[src/rtl/uart_pkg.sv]
// Shared types and helpers for the UART datapath (RX now, TX later).
package uart_pkg;

    typedef enum logic [1:0] {
        PAR_NONE = 2'd0,
        PAR_ODD  = 2'd1,
        PAR_EVEN = 2'd2
    } parity_e;

    typedef enum logic [2:0] {
        ST_IDLE     = 3'd0,
        ST_START    = 3'd1,
        ST_DATA     = 3'd2,
        ST_PAR      = 3'd3,
        ST_STOP     = 3'd4,
        ST_BRK_WAIT = 3'd5
    } rx_state_e;

    // A receive word carries {perr, ferr, data}.
    localparam int RX_FLAG_BITS = 2;

    function automatic int os_div(input int clk_frq, input int baud, input int os);
        return clk_frq / (baud * os);
    endfunction

    function automatic int rx_word_w(input int data_bits);
        return data_bits + RX_FLAG_BITS;
    endfunction

endpackage

[src/rtl/uart_sync_fifo.sv]
// First-word-fall-through FIFO with full/empty; the head word reads as 0 when empty.
module uart_sync_fifo #(
    parameter int WIDTH = 10,
    parameter int DEPTH = 4
) (
    input  logic             clk,
    input  logic             areset,
    input  logic             push_i,
    input  logic [WIDTH-1:0] wdata_i,
    input  logic             pop_i,
    output logic [WIDTH-1:0] rdata_o,
    output logic             full_o,
    output logic             empty_o
);

    localparam int AW = $clog2(DEPTH);

    logic [WIDTH-1:0] mem_q [DEPTH];
    logic [AW:0]      wr_q, rd_q;
    logic             wr_en, rd_en;

    assign empty_o = (wr_q == rd_q);
    assign full_o  = (wr_q[AW] != rd_q[AW]) && (wr_q[AW-1:0] == rd_q[AW-1:0]);
    assign rd_en   = pop_i && !empty_o;
    // A pop on the same clk frees the slot the push needs when full.
    assign wr_en   = push_i && (!full_o || rd_en);
    assign rdata_o = empty_o ? '0 : mem_q[rd_q[AW-1:0]];

    always_ff @(posedge clk or posedge areset) begin
        if (areset) begin
            wr_q <= '0;
            rd_q <= '0;
        end else begin
            if (wr_en) wr_q <= wr_q + 1'b1;
            if (rd_en) rd_q <= rd_q + 1'b1;
        end
    end

    always_ff @(posedge clk) begin
        if (wr_en) mem_q[wr_q[AW-1:0]] <= wdata_i;
    end

endmodule

[src/rtl/uart_rx_os.sv]
// Oversampling UART receiver: line synchroniser, free-running tick generator,
// frame FSM and a FWFT receive FIFO behind a valid/ready handshake.
//
// state       | meaning
// ST_IDLE     | line idle, waiting for a low level on a tick
// ST_START    | confirming the start bit at its centre
// ST_DATA     | shifting data bits LSB-first at bit centre
// ST_PAR      | sampling the parity bit
// ST_STOP     | sampling stop bit(s); pushes the word on the last one
// ST_BRK_WAIT | last stop bit was low, waiting for the line to return high
module uart_rx_os
    import uart_pkg::*;
#(
    parameter int CLK_FRQ    = 250000000,
    parameter int BAUD_RATE  = 115200,
    parameter int OVERSAMPLE = 16,
    parameter int DATA_BITS  = 8,
    parameter int PARITY     = 0,
    parameter int STOP_BITS  = 1,
    parameter int FIFO_DEPTH = 4
) (
    input  logic                 clk,
    input  logic                 areset,
    input  logic                 rx_in,
    output logic                 rx_valid,
    input  logic                 rx_ready,
    output logic [DATA_BITS-1:0] rx_data,
    output logic                 rx_perr,
    output logic                 rx_ferr,
    output logic                 overrun,
    output logic                 rx_busy
);

    localparam int OS_DIV  = os_div(CLK_FRQ, BAUD_RATE, OVERSAMPLE);
    localparam int DIV_W   = (OS_DIV > 2) ? $clog2(OS_DIV) : 1;
    localparam int PH_W    = $clog2(OVERSAMPLE);
    localparam int BC_W    = 4;
    localparam int WORD_W  = rx_word_w(DATA_BITS);
    localparam parity_e PAR_MODE = parity_e'(PARITY);

    localparam logic [DIV_W-1:0] DIV_LAST  = DIV_W'(OS_DIV - 1);
    localparam logic [PH_W-1:0]  PH_MID    = PH_W'(OVERSAMPLE / 2 - 1);
    localparam logic [PH_W-1:0]  PH_LAST   = PH_W'(OVERSAMPLE - 1);
    localparam logic [BC_W-1:0]  DATA_LAST = BC_W'(DATA_BITS - 1);
    localparam logic [BC_W-1:0]  STOP_LAST = BC_W'(STOP_BITS - 1);
    localparam logic             PAR_EXP   = (PAR_MODE == PAR_ODD);

    generate
        if (OS_DIV < 2) begin : g_bad_div
            $error("uart_rx_os: CLK_FRQ/(BAUD_RATE*OVERSAMPLE) must be at least 2");
        end
    endgenerate

    logic [1:0]           sync_q;
    logic                 rx_s;
    logic [DIV_W-1:0]     div_q, div_d;
    logic                 tick;
    rx_state_e            state_q, state_d;
    logic [PH_W-1:0]      phase_q, phase_d;
    logic [BC_W-1:0]      bit_q, bit_d;
    logic [DATA_BITS-1:0] data_q;
    logic                 perr_q, ferr_q, overrun_q;
    logic                 mid_smp, ctr_smp;
    logic                 shift_en, par_en, stop_en, push, busy;
    logic [WORD_W-1:0]    push_word, head_word;
    logic                 fifo_full, fifo_empty, pop;

    always_ff @(posedge clk or posedge areset) begin
        if (areset) begin
            sync_q <= 2'b11;
            div_q  <= '0;
        end else begin
            sync_q <= {sync_q[0], rx_in};
            div_q  <= div_d;
        end
    end

    assign rx_s    = sync_q[1];
    assign tick    = (div_q == DIV_LAST);
    assign div_d   = tick ? '0 : div_q + 1'b1;
    assign mid_smp = tick && (phase_q == PH_MID);
    assign ctr_smp = tick && (phase_q == PH_LAST);

    always_ff @(posedge clk or posedge areset) begin
        if (areset) state_q <= ST_IDLE;
        else        state_q <= state_d;
    end

    always_comb begin
        state_d = state_q;
        case (state_q)
            ST_IDLE:     if (tick && !rx_s) state_d = ST_START;
            ST_START:    if (mid_smp) state_d = rx_s ? ST_IDLE : ST_DATA;
            ST_DATA:     if (ctr_smp && (bit_q == DATA_LAST))
                             state_d = (PAR_MODE != PAR_NONE) ? ST_PAR : ST_STOP;
            ST_PAR:      if (ctr_smp) state_d = ST_STOP;
            ST_STOP:     if (ctr_smp && (bit_q == STOP_LAST))
                             state_d = rx_s ? ST_IDLE : ST_BRK_WAIT;
            ST_BRK_WAIT: if (tick && rx_s) state_d = ST_IDLE;
            default:     state_d = ST_IDLE;
        endcase
    end

    always_comb begin
        shift_en = 1'b0;
        par_en   = 1'b0;
        stop_en  = 1'b0;
        push     = 1'b0;
        busy     = 1'b0;
        case (state_q)
            ST_START: busy = 1'b1;
            ST_DATA: begin
                busy     = 1'b1;
                shift_en = ctr_smp;
            end
            ST_PAR: begin
                busy   = 1'b1;
                par_en = ctr_smp;
            end
            ST_STOP: begin
                busy    = 1'b1;
                stop_en = ctr_smp;
                push    = ctr_smp && (bit_q == STOP_LAST);
            end
            default: ;
        endcase
    end

    // Phase and bit counters restart on every state change so each state
    // measures its sample points from its own entry.
    always_comb begin
        phase_d = phase_q;
        bit_d   = bit_q;
        if (state_d != state_q) begin
            phase_d = '0;
            bit_d   = '0;
        end else if (tick) begin
            phase_d = (phase_q == PH_LAST) ? '0 : phase_q + 1'b1;
            if (phase_q == PH_LAST) bit_d = bit_q + 1'b1;
        end
    end

    always_ff @(posedge clk or posedge areset) begin
        if (areset) begin
            phase_q   <= '0;
            bit_q     <= '0;
            data_q    <= '0;
            perr_q    <= 1'b0;
            ferr_q    <= 1'b0;
            overrun_q <= 1'b0;
        end else begin
            phase_q <= phase_d;
            bit_q   <= bit_d;
            if (state_q == ST_IDLE && state_d == ST_START) begin
                perr_q <= 1'b0;
                ferr_q <= 1'b0;
            end
            if (shift_en) data_q <= {rx_s, data_q[DATA_BITS-1:1]};
            if (par_en) perr_q <= (^data_q ^ rx_s) != PAR_EXP;
            if (stop_en && !rx_s) ferr_q <= 1'b1;
            overrun_q <= push && fifo_full && !pop;
        end
    end

    // The last stop sample is folded in directly since the push happens on that clk.
    assign push_word = {perr_q, ferr_q | ~rx_s, data_q};
    assign pop       = rx_ready && !fifo_empty;

    uart_sync_fifo #(
        .WIDTH (WORD_W),
        .DEPTH (FIFO_DEPTH)
    ) u_fifo (
        .clk     (clk),
        .areset  (areset),
        .push_i  (push),
        .wdata_i (push_word),
        .pop_i   (pop),
        .rdata_o (head_word),
        .full_o  (fifo_full),
        .empty_o (fifo_empty)
    );

    assign rx_valid                  = !fifo_empty;
    assign {rx_perr, rx_ferr, rx_data} = head_word;
    assign overrun                   = overrun_q;
    assign rx_busy                   = busy;

endmodule

[config.mk]
export PLATFORM = sky130hd
export DESIGN_NAME = uart_rx_os
export DESIGN_NICKNAME = d
export VERILOG_FILES = /design/src/rtl/uart_pkg.sv /design/src/rtl/uart_sync_fifo.sv /design/src/rtl/uart_rx_os.sv
export SDC_FILE = /design/constraint.sdc
export NUM_CORES = 1
export LEC_CHECK = 0
export ABC_AREA = 1
export CAP_MARGIN = 20
export CORE_ASPECT_RATIO = 1.2
export CORE_MARGIN = 8
export CORE_UTILIZATION = 61
export CTS_BUF_LIST = sky130_fd_sc_hd__clkbuf_2
export DETAILED_ROUTE_END_ITERATION = 16
export GPL_TIMING_DRIVEN = 0
export PLACE_DENSITY = 0.8
export SLEW_MARGIN = 20
export SYNTH_ARGS = -nofsm -noshare
export SYNTH_HDL_FRONTEND = slang
export SYNTH_HIERARCHICAL = 1
export SYNTH_SLANG_ARGS = --single-unit
[constraint.sdc]
create_clock -name clk -period 3.9 [get_ports clk]
set_clock_uncertainty 0.1 [all_clocks]
set_input_delay 0.78 -clock clk [delete_from_list [all_inputs] [get_ports clk]]
set_output_delay 0.78 -clock clk [all_outputs]
set_load 0.005 [all_outputs]
* After elaboration in Yosys (flattened, before gate mapping)
Memories as Yosys holds them, arrays and structs flattened.
Index checks and enable logic that the tools add are counted.
** Cells by class
- Add/sub/neg operators :: 5
- Bitwise logic cells :: 3
- Shift operators :: 0
- Multiplexer cells :: 27
- Magnitude comparators :: 0
- Divide/modulo/power cells :: 0
- Eq/ne operators :: 14
- Reductions and logical operators :: 28
- $mul :: 0
** Operators by type and width (number)
- $mux W4 :: 6
- $mux W3 :: 7
- $pmux W3 S6 :: 1
- $logic_and A1 B1 Y1 :: 14
- $mux W1 :: 10
- $mux W10 :: 1
- $add A4 B1 Y4 const B :: 2
- $add A8 B1 Y8 const B :: 1
- $eq A4 B3 Y1 const B :: 2
- $eq A8 B8 Y1 const B :: 1
- $mux W8 :: 1
- $reduce_bool A2 Y1 :: 4
- $reduce_xor A8 Y1 :: 1
- $add A3 B1 Y3 const B :: 2
- $eq A3 B1 Y1 const B :: 2
- $eq A3 B2 Y1 const B :: 2
- $eq A3 B3 Y1 const B :: 2
- $eq A4 B4 Y1 const B :: 1
- $logic_not A1 Y1 :: 4
- $logic_not A4 Y1 :: 1
- $reduce_or A4 Y1 :: 1
- $eq A3 B3 Y1 :: 1
- $logic_not A3 Y1 :: 1
- $ne A3 B3 Y1 :: 1
- other kinds (8) :: 8
** Word-level totals
- Input bits :: 4
- Memories :: 1
- Bits in read-only memories :: 0
- Register bits after elaboration :: 38
- Bits in writable memories :: 40
- Bits in latches :: 0
** Memories
- u_fifo.mem_q :: depth 4, bits a word 10, rd ports 1, clocked after Yosys merged registers in 0, wr ports 1, line uart_sync_fifo.sv:18 : logic [WIDTH-1:0] mem_q [DEPTH];

* Longest topological paths before layout
Gate-level depths: netlist of the first run.
- Word-level depth :: 9
- Mapped depth :: 14
- Mapped depth without buffers :: 14

* By module
Netlist of the first run, hierarchy kept.
** By module, submodules not included
- uart_sync_fifo :: area an instance 2023.2 um^2, seq. area each 1351.3 um^2, times used 1, cells an instance 188
- uart_rx_os :: area an instance 1829.3 um^2, seq. area each 803.3 um^2, times used 1, cells an instance 206

* Least setup slack after synthesis of the first run
Ideal clock, no wire load.
- Path kind :: reg-to-reg
- From :: register u_fifo.wr_q[0]
- To :: memory u_fifo.mem_q[0][0] (enable)
- Buffers on the path :: 1
- Period minus slack after synthesis :: 2.417 ns
- Cell stages (with the launch flop) :: 12
- Data required time :: 3.424 ns
- Arrival :: 1.941 ns
- Setup slack :: 1.483 ns
- Path through :: dfrtp_1 > inv_1 > nand2_1 > nand2_1 > nand3_2 > buf_6 > inv_1 > nor2_1 > inv_1 > nand4_2 > nand2_2 > nor2_1
** Between the ends
- Cells in the longest elaborated chain, start to end :: 8
- Elaborated cells between the ends (all ways) :: 11
- Those cells by class :: eq/ne (2); mux (2); reduce/logical (7)
** Ends and longest elaborated chain
- start: declaration :: line uart_sync_fifo.sv:19 : logic [AW:0] wr_q, rd_q;
- start signal: assignment :: line uart_sync_fifo.sv:34 : if (wr_en) wr_q <= wr_q + 1'b1;
- $eq A3 B3 Y1 :: line uart_sync_fifo.sv:22 : assign empty_o = (wr_q == rd_q);
- via fifo_empty :: line uart_rx_os.sv:66 : logic fifo_full, fifo_empty, pop;
- $logic_not A1 Y1 :: line uart_rx_os.sv:167 : assign pop = rx_ready && !fifo_empty;
- $logic_and A1 B1 Y1 :: line uart_rx_os.sv:167
- via pop :: line uart_rx_os.sv:66
- $logic_and A1 B1 Y1 :: line uart_sync_fifo.sv:24 : assign rd_en = pop_i && !empty_o;
- $logic_or A1 B1 Y1 :: line uart_sync_fifo.sv:26 : assign wr_en = push_i && (!full_o || rd_en);
- $logic_and A1 B1 Y1 :: line uart_sync_fifo.sv:26
- $mux W1 :: line uart_sync_fifo.sv:40 : if (wr_en) mem_q[wr_q[AW-1:0]] <= wdata_i;
- $mux W1 (not written as such) :: line uart_sync_fifo.sv:40
- end: declaration :: line uart_sync_fifo.sv:18
The timed path passes the listed nets, and every way through them passes these cells.

* Final worst setup path of the first run
- From :: register u_fifo.rd_q[0]
- To :: output rx_data[3]
** Between the ends
- Cells in the longest elaborated chain, start to end :: 2
- Elaborated cells between the ends (all ways) :: 3
- Those cells by class :: eq/ne (1); mux (1); memory (1)
** Ends and longest elaborated chain
- start: declaration :: line uart_sync_fifo.sv:19
- start signal: assignment :: line uart_sync_fifo.sv:35 : if (rd_en) rd_q <= rd_q + 1'b1;
- $mem_v2 Z4 W10 / $eq A3 B3 Y1 (equally long branches)
- $mux W10 (*) :: line uart_sync_fifo.sv:27 : assign rdata_o = empty_o ? '0 : mem_q[rd_q[AW-1:0]];
- end: declaration :: line uart_rx_os.sv:27 : output logic [DATA_BITS-1:0] rx_data,
Every way passes the cells marked *; elsewhere a longest branch is shown, timed or not.

==> results of run 1 <==
-- through the flow --
stage | std cells | hold slack, ns
floorplan | 394 | 0.245
global placement | 492 | 0.246
detailed placement | 492 | 0.247
finish | 508 | 0.273
global route | 508 | 0.285
CTS | 508 | 0.275
-- worst min-delay path by stage --
| stage | from | slack, ns | to |
|---|---|---|---|
| finish | sync_q[0] | 0.27 | sync_q[1] |
| global placement | sync_q[0] | 0.25 | sync_q[1] |
| detailed placement | sync_q[0] | 0.25 | sync_q[1] |
| global route | sync_q[0] | 0.28 | sync_q[1] |
| CTS | sync_q[0] | 0.28 | sync_q[1] |
| floorplan | sync_q[0] | 0.25 | sync_q[1] |
-- cell type report --
class	count	area, um^2	area share
Clock buffer	9	45.0	0.0107
Timing Repair Buffer	16	160	0.0379
Multi-Input combinational cell	254	1450	0.343
Sequential cell	78	2150	0.510
Buffer	9	45.0	0.0107
Tap cell	82	103	0.0243
Clock inverter	7	67.6	0.0160
Inverter	53	201	0.0476
-- cell families (layout without fill, tap and decap cells) --
kind of cell | after synthesis | after routing | synth area share
buf+inv | 62 | 94 | 0.0640
mux | 1 | 1 | 0.00292
compound gates | 47 | 47 | 0.0669
xor+xnor | 18 | 18 | 0.0429
fa+ha+maj | 10 | 10 | 0.0325
flops | 78 | 78 | 0.559
simple gates | 178 | 178 | 0.232
-- Yosys cell counts, drive strengths merged --
master / count
dfstp: 2
xnor2: 6
nand4: 6
clkbuf: 4
inv: 53
nand3: 26
a21oi: 8
nor4b: 1
or2: 4
xor2: 12
and3: 1
o21ai: 35
dfrtp: 36
edfxtp: 40
nor2: 64
nand2: 69
nor3: 7
o21bai: 1
mux2: 1
o31ai: 2
buf: 5
ha: 10
o2111ai: 1
-- worst max-delay path, cell delays in order, from the launching register on --
cell             delay [ns]
dfrtp_1                0.50
inv_2                  0.11
clkbuf_1               0.45
nor2_1                 0.07
o21ai_1                0.16
nand2_1                0.07
inv_1                  0.05
clkdlybuf4s50_1        0.49
-- metal layers --
metal	vias up	wire length, um	global-route usage	share of wire
met1	1288	2890	0.187	0.41
met4	0	102	0.0691	0.014
met2	49	3800	0.322	0.54
met3	13	261	0.0367	0.037
li1	1341	-	-	-
met5	-	0	0	0
-- power by group through the flow --
stage | Clock, mW | Sequential (mW) | Combinational, mW
6_report | 0.406 | 0.864 | 0.0143
5_1_grt | 0.451 | 0.864 | 0.0169
4_1_cts | 0.425 | 0.864 | 0.0152
3_5_place_dp | 0 | 0.880 | 0.0152
3_3_place_gp | 0 | 0.880 | 0.0144
2_1_floorplan | 0 | 0.879 | 0.00838
-- sequential cells by signal, indices dropped and copies added (netlist names) --
register / flops
bit_q: 4
state_q: 3
perr_q: 1
div_q: 8
overrun: 1
u_fifo/rd_q: 3
phase_q: 4
u_fifo/wr_q: 3
ferr_q: 1
u_fifo/mem_q: 40
data_q: 8
sync_q: 2
==> impl_metrics.ini, run 1 <==
[placed_design]
port_buffers = 16
dp_hpwl_mm = 4.98
placed_cell_area_um2 = 4120
pre_cts_ws_ns = 0.642
finalWeightedCongestion = 0.861

[critical_path]
path_class = flop to output pin
reg2reg_slack_ns = 0.84
rr_startpoint = u_fifo/wr_q[0]
end_kind = output pin
worst-path-max-fanout = 10
r2r_end = u_fifo/mem_q[3][2]
worstSetupStartpointType = flop
cp-startpoint = u_fifo/rd_q[0]
cp-endpoint = rx_data[3]
r2r_cells = 11
cp.required_ns = 3.02
worstPathArrival_ns = 2.41

[power]
seq_power_share = 0.673
p_int_uw = 964
power_mw = 1.28
swShare = 0.249
power.leakage_nw = 2.04
powerDensity_nw_per_um2 = 304
power.share.clock = 0.316
irDropWorstVdd_uv = 212
p_switching_uw = 320
pwr-share-comb = 0.011

[synth]
ys_seq_area_frac = 0.559
synth_seq_cells = 78
yosysWarningCount = 6
synth_nets = 408
yosys.cell_types.count = 39
synthTopCellsByArea = edfxtp_1, dfrtp_1, nand2_1, nor2_1, inv_1
syn_area_um2 = 3850
yosysTopAreaCell = edfxtp_1
syn_inst = 394
yosysTopAreaCellShare = 0.312
synth.avg_cell_area_um2 = 9.78

[floorplan]
dieArea_um2 = 9130
coreArea_um2 = 6090
io_pins = 17
start_util = 0.633
std_cell_rows = 31
dieHeight_um = 103
die_x_um = 88.5

[status]
status = finished, final reports clean

[sta]
setup_viol = 0
slew_headroom = 0.354
worst_pin_slew_ns = 0.966
max_freq_ghz = 0.304
slew_violations = 0
rsz0062_at_grt = no
layout_setup_ws_ns = 0.605
finalCriticalPeriod_ns = 3.29
finalSetupTns_ns = 0
finalHoldViolations = 0
min_period_over_period = 0.845

[clock_network]
cts_sinks = 78
h-tree-depth = 3
hold_buffers = 0
cts-buffers-inserted = 9
clk_pin_slew_ns = 0.24
cts_resized = 0
cts_tree = done
cts_max_path_buffers = 2
root_buffer = clkbuf_2
clk_latency_ns = 0.51
post_cts_buffers = 0

[route]
drt_iter0_markers = 171
drc = 0
routed_wl_mm = 7.05
viasPerCell = 5.30
postRouteAntennaNets = 0
avgRoutedWirePerCell_um = 13.9
via_count = 2691
drt_pass1_iterations = 4

[cells_and_area]
diodes = 0
finalInstanceArea_um2 = 4230
final_common_cell = nand2_1
fillers = 488
final_cell_mix = nand2_1, nor2_1, inv_1, edfxtp_1, dfrtp_1
fin_nets = 435
synthToLayoutAreaGrowth_pct = 9.74
drive_gt1_frac = 0.153
finish.utilization = 0.694

[global_routing]
grt_pass1_wl_mm = 12.1
grt_pass1_vias = 2707
grt_max_degree = 33
antenna_found_initial = 0
gr-total-overflow = 0
grtUsageTotal = 0.174

[hold_path]
min_path_type = flop to flop
whs_path_depth = 0

[run]
drv_cap = 0
Power figures use the tool's default switching activity.
==> run 2, diff against run 1 <==
clock period = 3.2 ns   (was 3.9 ns; I/O delays follow)
==> run 2 against run 1 <==
Clock power grew 22%. Worst hold slack worse by 0.019 ns. Critical path depth up 4. Utilization up 0.18 points. Power up 22%. Cell count unchanged. Cell area up 0.27%. Combinational power is 22% higher. Non-clock buffer count is the same. First-iteration DRC count is 0.58% lower. Sequential power rose by 22%. Routed wire length decreased by 0.11%. Critical endpoint is now u_fifo/mem_q[1][2].
==> impl_metrics.ini, run 2 (synthesized netlist as in run 1, its figures left out) <==
[status]
status = finished, final reports clean

[run]
drv_cap = 0

[global_routing]
grtUsageTotal = 0.174
grt_pass1_wl_mm = 12.1
grt_max_degree = 33
gr-total-overflow = 0
grt_pass1_vias = 2707
antenna_found_initial = 0

[clock_network]
root_buffer = clkbuf_2
cts_max_path_buffers = 2
clk_pin_slew_ns = 0.24
cts_tree = done
hold_buffers = 0
post_cts_buffers = 0
h-tree-depth = 3
clk_latency_ns = 0.52
cts_sinks = 78
cts_resized = 0
cts-buffers-inserted = 9

[cells_and_area]
fillers = 484
drive_gt1_frac = 0.169
final_cell_mix = nand2_1, nor2_1, inv_1, edfxtp_1, dfrtp_1
fin_nets = 435
ff_latch_area_um2 = 2160
finish.utilization = 0.696
final_common_cell = nand2_1
diodes = 0
multi_input_area_um2 = 1460
largest_reg_flops = 40
synthToLayoutAreaGrowth_pct = 10.0

[critical_path]
reg2reg_slack_ns = 0.17
r2r_end = u_fifo/mem_q[1][2]
worstSetupStartpointType = flop
path_class = flop to flop
r2r_cells = 11
rr_startpoint = u_fifo/wr_q[0]
worst-path-max-fanout = 10
cp.required_ns = 3.27
worstPathArrival_ns = 3.10
end_kind = flop

[placed_design]
dp_hpwl_mm = 4.98
finalWeightedCongestion = 0.861
port_buffers = 16

[sta]
finalSetupTns_ns = 0
worst_pin_slew_ns = 0.915
max_freq_ghz = 0.330
slew_violations = 0
setup_viol = 0
finalCriticalPeriod_ns = 3.03
rsz0062_at_grt = no
min_period_over_period = 0.946
slew_headroom = 0.388
finalHoldViolations = 0

[hold_path]
min_path_type = primary input to asynchronous set/reset pin

[route]
viasPerCell = 5.31
avgRoutedWirePerCell_um = 13.9
via_count = 2698
drt_pass1_iterations = 4
routed_wl_mm = 7.04
drc = 0
drt_iter0_markers = 170
postRouteAntennaNets = 0

[floorplan]
coreArea_um2 = 6090
dieHeight_um = 103
die_x_um = 88.5
dieArea_um2 = 9130
start_util = 0.633
io_pins = 17
std_cell_rows = 31

[power]
swShare = 0.250
seq_power_share = 0.672
irDropWorstVdd_uv = 259
powerDensity_nw_per_um2 = 369
p_int_mw = 1.18
power.leakage_nw = 2.05
pwr-share-comb = 0.011
power.share.clock = 0.317
p_switching_uw = 391
run 2: worst max path at each step:
stage | from | to | slack, ns | depth (start not counted)
4_1_cts | u_fifo/rd_q[0] | rx_data[5] | 0.008 | 7
3_3_place_gp | rx_ready | u_fifo/mem_q[0][6] | 0.13 | 7
3_5_place_dp | rx_ready | u_fifo/mem_q[0][4] | 0.08 | 7
5_1_grt | u_fifo/wr_q[0] | u_fifo/mem_q[1][1] | 0.02 | 11
6_report | u_fifo/wr_q[0] | u_fifo/mem_q[1][2] | 0.17 | 11
2_1_floorplan | u_fifo/wr_q[0] | u_fifo/mem_q[0][0] | 0.78 | 11
run 2: cell type report:
cell class | instances | area share
Buffer | 9 | 0.0118
Clock buffer | 9 | 0.0106
Clock inverter | 7 | 0.0159
Inverter | 53 | 0.0475
Multi-Input combinational cell | 254 | 0.344
Sequential cell | 78 | 0.509
Tap cell | 82 | 0.0242
Timing Repair Buffer | 16 | 0.0378
run 2: per-layer routing:
metal	global-route usage	wire (um)
met1	0.187	2830
met2	0.322	3780
met3	0.0367	342
met4	0.0691	89
met5	0	0
run 2: critical path, cell delays in order, from the launching register on:
cell and delay (ns):
dfrtp_1 0.48, inv_1 0.11, nand2_1 0.08, nand2_1 0.10, nand3_2 0.16, buf_6 0.16, inv_1 0.06, nor2_1 0.32
inv_1 0.10, nand4_2 0.15, nand2_2 0.13, nor2_1 0.73
run 2: per-stage QoR:
step	worst slack, ns	instances	power [mW]	hold WS, ns	instance area (um^2)
final	0.172	508	1.57	0.255	4240
after global routing	0.0229	508	1.62	0.244	4240
after CTS	0.00753	508	1.59	0.215	4230
after detailed placement	0.0820	492	1.09	0.247	4120
after global placement	0.129	492	1.09	0.246	4120
after floorplan	0.783	394	1.08	0.245	3850
run 2: power by group through the flow:
stage / Clock [mW] / Sequential [mW] / Combinational (mW)
final: 0.496 / 1.05 / 0.0174
after global routing: 0.549 / 1.05 / 0.0205
after CTS: 0.518 / 1.05 / 0.0185
after detailed placement: 0 / 1.07 / 0.0185
after global placement: 0 / 1.07 / 0.0175
after floorplan: 0 / 1.07 / 0.0102
==> run 3, diff against run 2 <==
SKIP_LAST_GASP = 1   (was unset)
SLEW_MARGIN = unset   (was 20)
clock period = 3.45 ns   (was 3.2 ns; I/O delays follow)
==> run 3 against run 2 <==
Via count is essentially flat. Critical path depth shrank 4. Worst hold slack gained 0.018 ns. Global-route usage is essentially flat. Die area is the same. Sequential share of layout area shrank 0.16 points. Cell count grew 0.20%. Clock power shrank 6.9%. Largest power group unchanged. Routed wire length grew 1.4%.
==> impl_metrics.ini, run 3 (synthesized netlist as in run 1, its figures left out) <==
[floorplan]
coreArea_um2 = 6090
start_util = 0.633
dieArea_um2 = 9130
die_x_um = 88.5
io_pins = 17
std_cell_rows = 31
dieHeight_um = 103

[power]
power.leakage_nw = 2.05
power.share.clock = 0.317
p_switching_uw = 365
swShare = 0.250
pwr-share-comb = 0.014
p_int_mw = 1.09
irDropWorstVdd_uv = 275
seq_power_share = 0.669
powerDensity_nw_per_um2 = 343

[route]
viasPerCell = 5.30
routed_wl_mm = 7.14
drt_pass1_iterations = 4
avgRoutedWirePerCell_um = 14.0
drt_iter0_markers = 137
via_count = 2699
drc = 0
postRouteAntennaNets = 0

[global_routing]
grt_max_degree = 18
antenna_found_initial = 0
grt_pass1_vias = 2729
grtUsageTotal = 0.174
gr-total-overflow = 0
grt_pass1_wl_mm = 12.1

[clock_network]
cts_tree = done
clk_latency_ns = 0.52
cts_resized = 0
root_buffer = clkbuf_2
h-tree-depth = 3
cts-buffers-inserted = 9
cts_max_path_buffers = 2
hold_buffers = 0
clk_pin_slew_ns = 0.24
post_cts_buffers = 0
cts_sinks = 78

[sta]
finalCriticalPeriod_ns = 3.22
slew_headroom = 0.323
slew_violations = 0
hold-worst-slack_ns = 0.273
min_period_over_period = 0.932
max_freq_ghz = 0.311
finalSetupTns_ns = 0
worst_pin_slew_ns = 1.01
layout_setup_ws_ns = 0.233
finalHoldViolations = 0
setup_viol = 0
rsz0062_at_grt = no

[cells_and_area]
synthToLayoutAreaGrowth_pct = 10.3
final_common_cell = nand2_1
fillers = 466
final_cells = 509
diodes = 0
fin_nets = 436
largest_reg_flops = 40
final_cell_mix = nand2_1, nor2_1, inv_1, edfxtp_1, dfrtp_1
drive_gt1_frac = 0.152

[placed_design]
port_buffers = 16
finalWeightedCongestion = 0.861
pre_cts_ws_ns = 0.269
dp_cells = 493
dp_hpwl_mm = 5.09

[critical_path]
worstSetupStartpointType = flop
worstPathArrival_ns = 2.43
worst-path-max-fanout = 10
cp.required_ns = 2.66
path_class = flop to output pin
end_kind = output pin

[hold_path]
min_path_type = flop to flop

[status]
status = finished, final reports clean

[run]
drv_cap = 0
## run 3: cell types whose count changed in the layout (fill, tap and decap cells not counted), moves of 2 or more
cell / change
clkbuf_1: +3
clkbuf_2: -4
nor2_2: -2
nor2_1: +2
## run 3: per-layer routing
metal | track usage | up-vias | part of all wire
li1 | - | 1335 | -
met1 | 0.187 | 1298 | 0.41
met2 | 0.321 | 50 | 0.53
met3 | 0.0247 | 16 | 0.037
met4 | 0.0913 | 0 | 0.021
met5 | 0 | - | 0
## run 3: worst paths after layout
check | startpoint | end | slack, ns | cells after the start
worst max-delay path | u_fifo/rd_q[0] | rx_data[3] | 0.23 | 7
min in group asynchronous | areset | u_fifo/wr_q[2] | 0.29 | 2
worst max register to register | u_fifo/wr_q[0] | u_fifo/mem_q[0][9] | 0.33 | 11
worst min register to register | sync_q[0] | sync_q[1] | 0.27 | 0
worst min-delay path | sync_q[0] | sync_q[1] | 0.27 | 0
max in group asynchronous | areset | phase_q[3] | 2.24 | 3
## run 3: critical path, cell delays in order (launching register included)
cell             delay, ns
dfrtp_1               0.51
inv_2                 0.11
clkbuf_1              0.44
nor2_1                0.08
o21ai_1               0.15
nand2_1               0.08
inv_1                 0.06
clkdlybuf4s50_1       0.49
## run 3: cell type report
| class | count | area (um^2) | area share |
|---|---|---|---|
| Tap cell | 82 | 103 | 0.0241 |
| Sequential cell | 78 | 2150 | 0.507 |
| Timing Repair Buffer | 17 | 188 | 0.0442 |
| Clock buffer | 9 | 45.0 | 0.0106 |
| Multi-Input combinational cell | 254 | 1450 | 0.341 |
| Buffer | 9 | 45.0 | 0.0106 |
| Inverter | 53 | 201 | 0.0474 |
| Clock inverter | 7 | 62.6 | 0.0147 |
## run 3: power groups by stage
| stage | Sequential (mW) | Combinational, mW | Clock (mW) |
|---|---|---|---|
| CTS | 0.976 | 0.0211 | 0.477 |
| detailed placement | 0.994 | 0.0211 | 0 |
| floorplan | 0.994 | 0.00947 | 0 |
| global placement | 0.994 | 0.0163 | 0 |
| global route | 0.977 | 0.0230 | 0.506 |
| finish | 0.976 | 0.0202 | 0.462 |
## run 3: through the flow
| stage | instance area (um^2) | utilization | power [mW] |
|---|---|---|---|
| final | 4250 | 0.698 | 1.46 |
| after global routing | 4250 | 0.698 | 1.51 |
| after CTS | 4250 | 0.698 | 1.47 |
| after detailed placement | 4140 | 0.680 | 1.02 |
| after global placement | 4120 | 0.676 | 1.01 |
| after floorplan | 3850 | - | 1.00 |
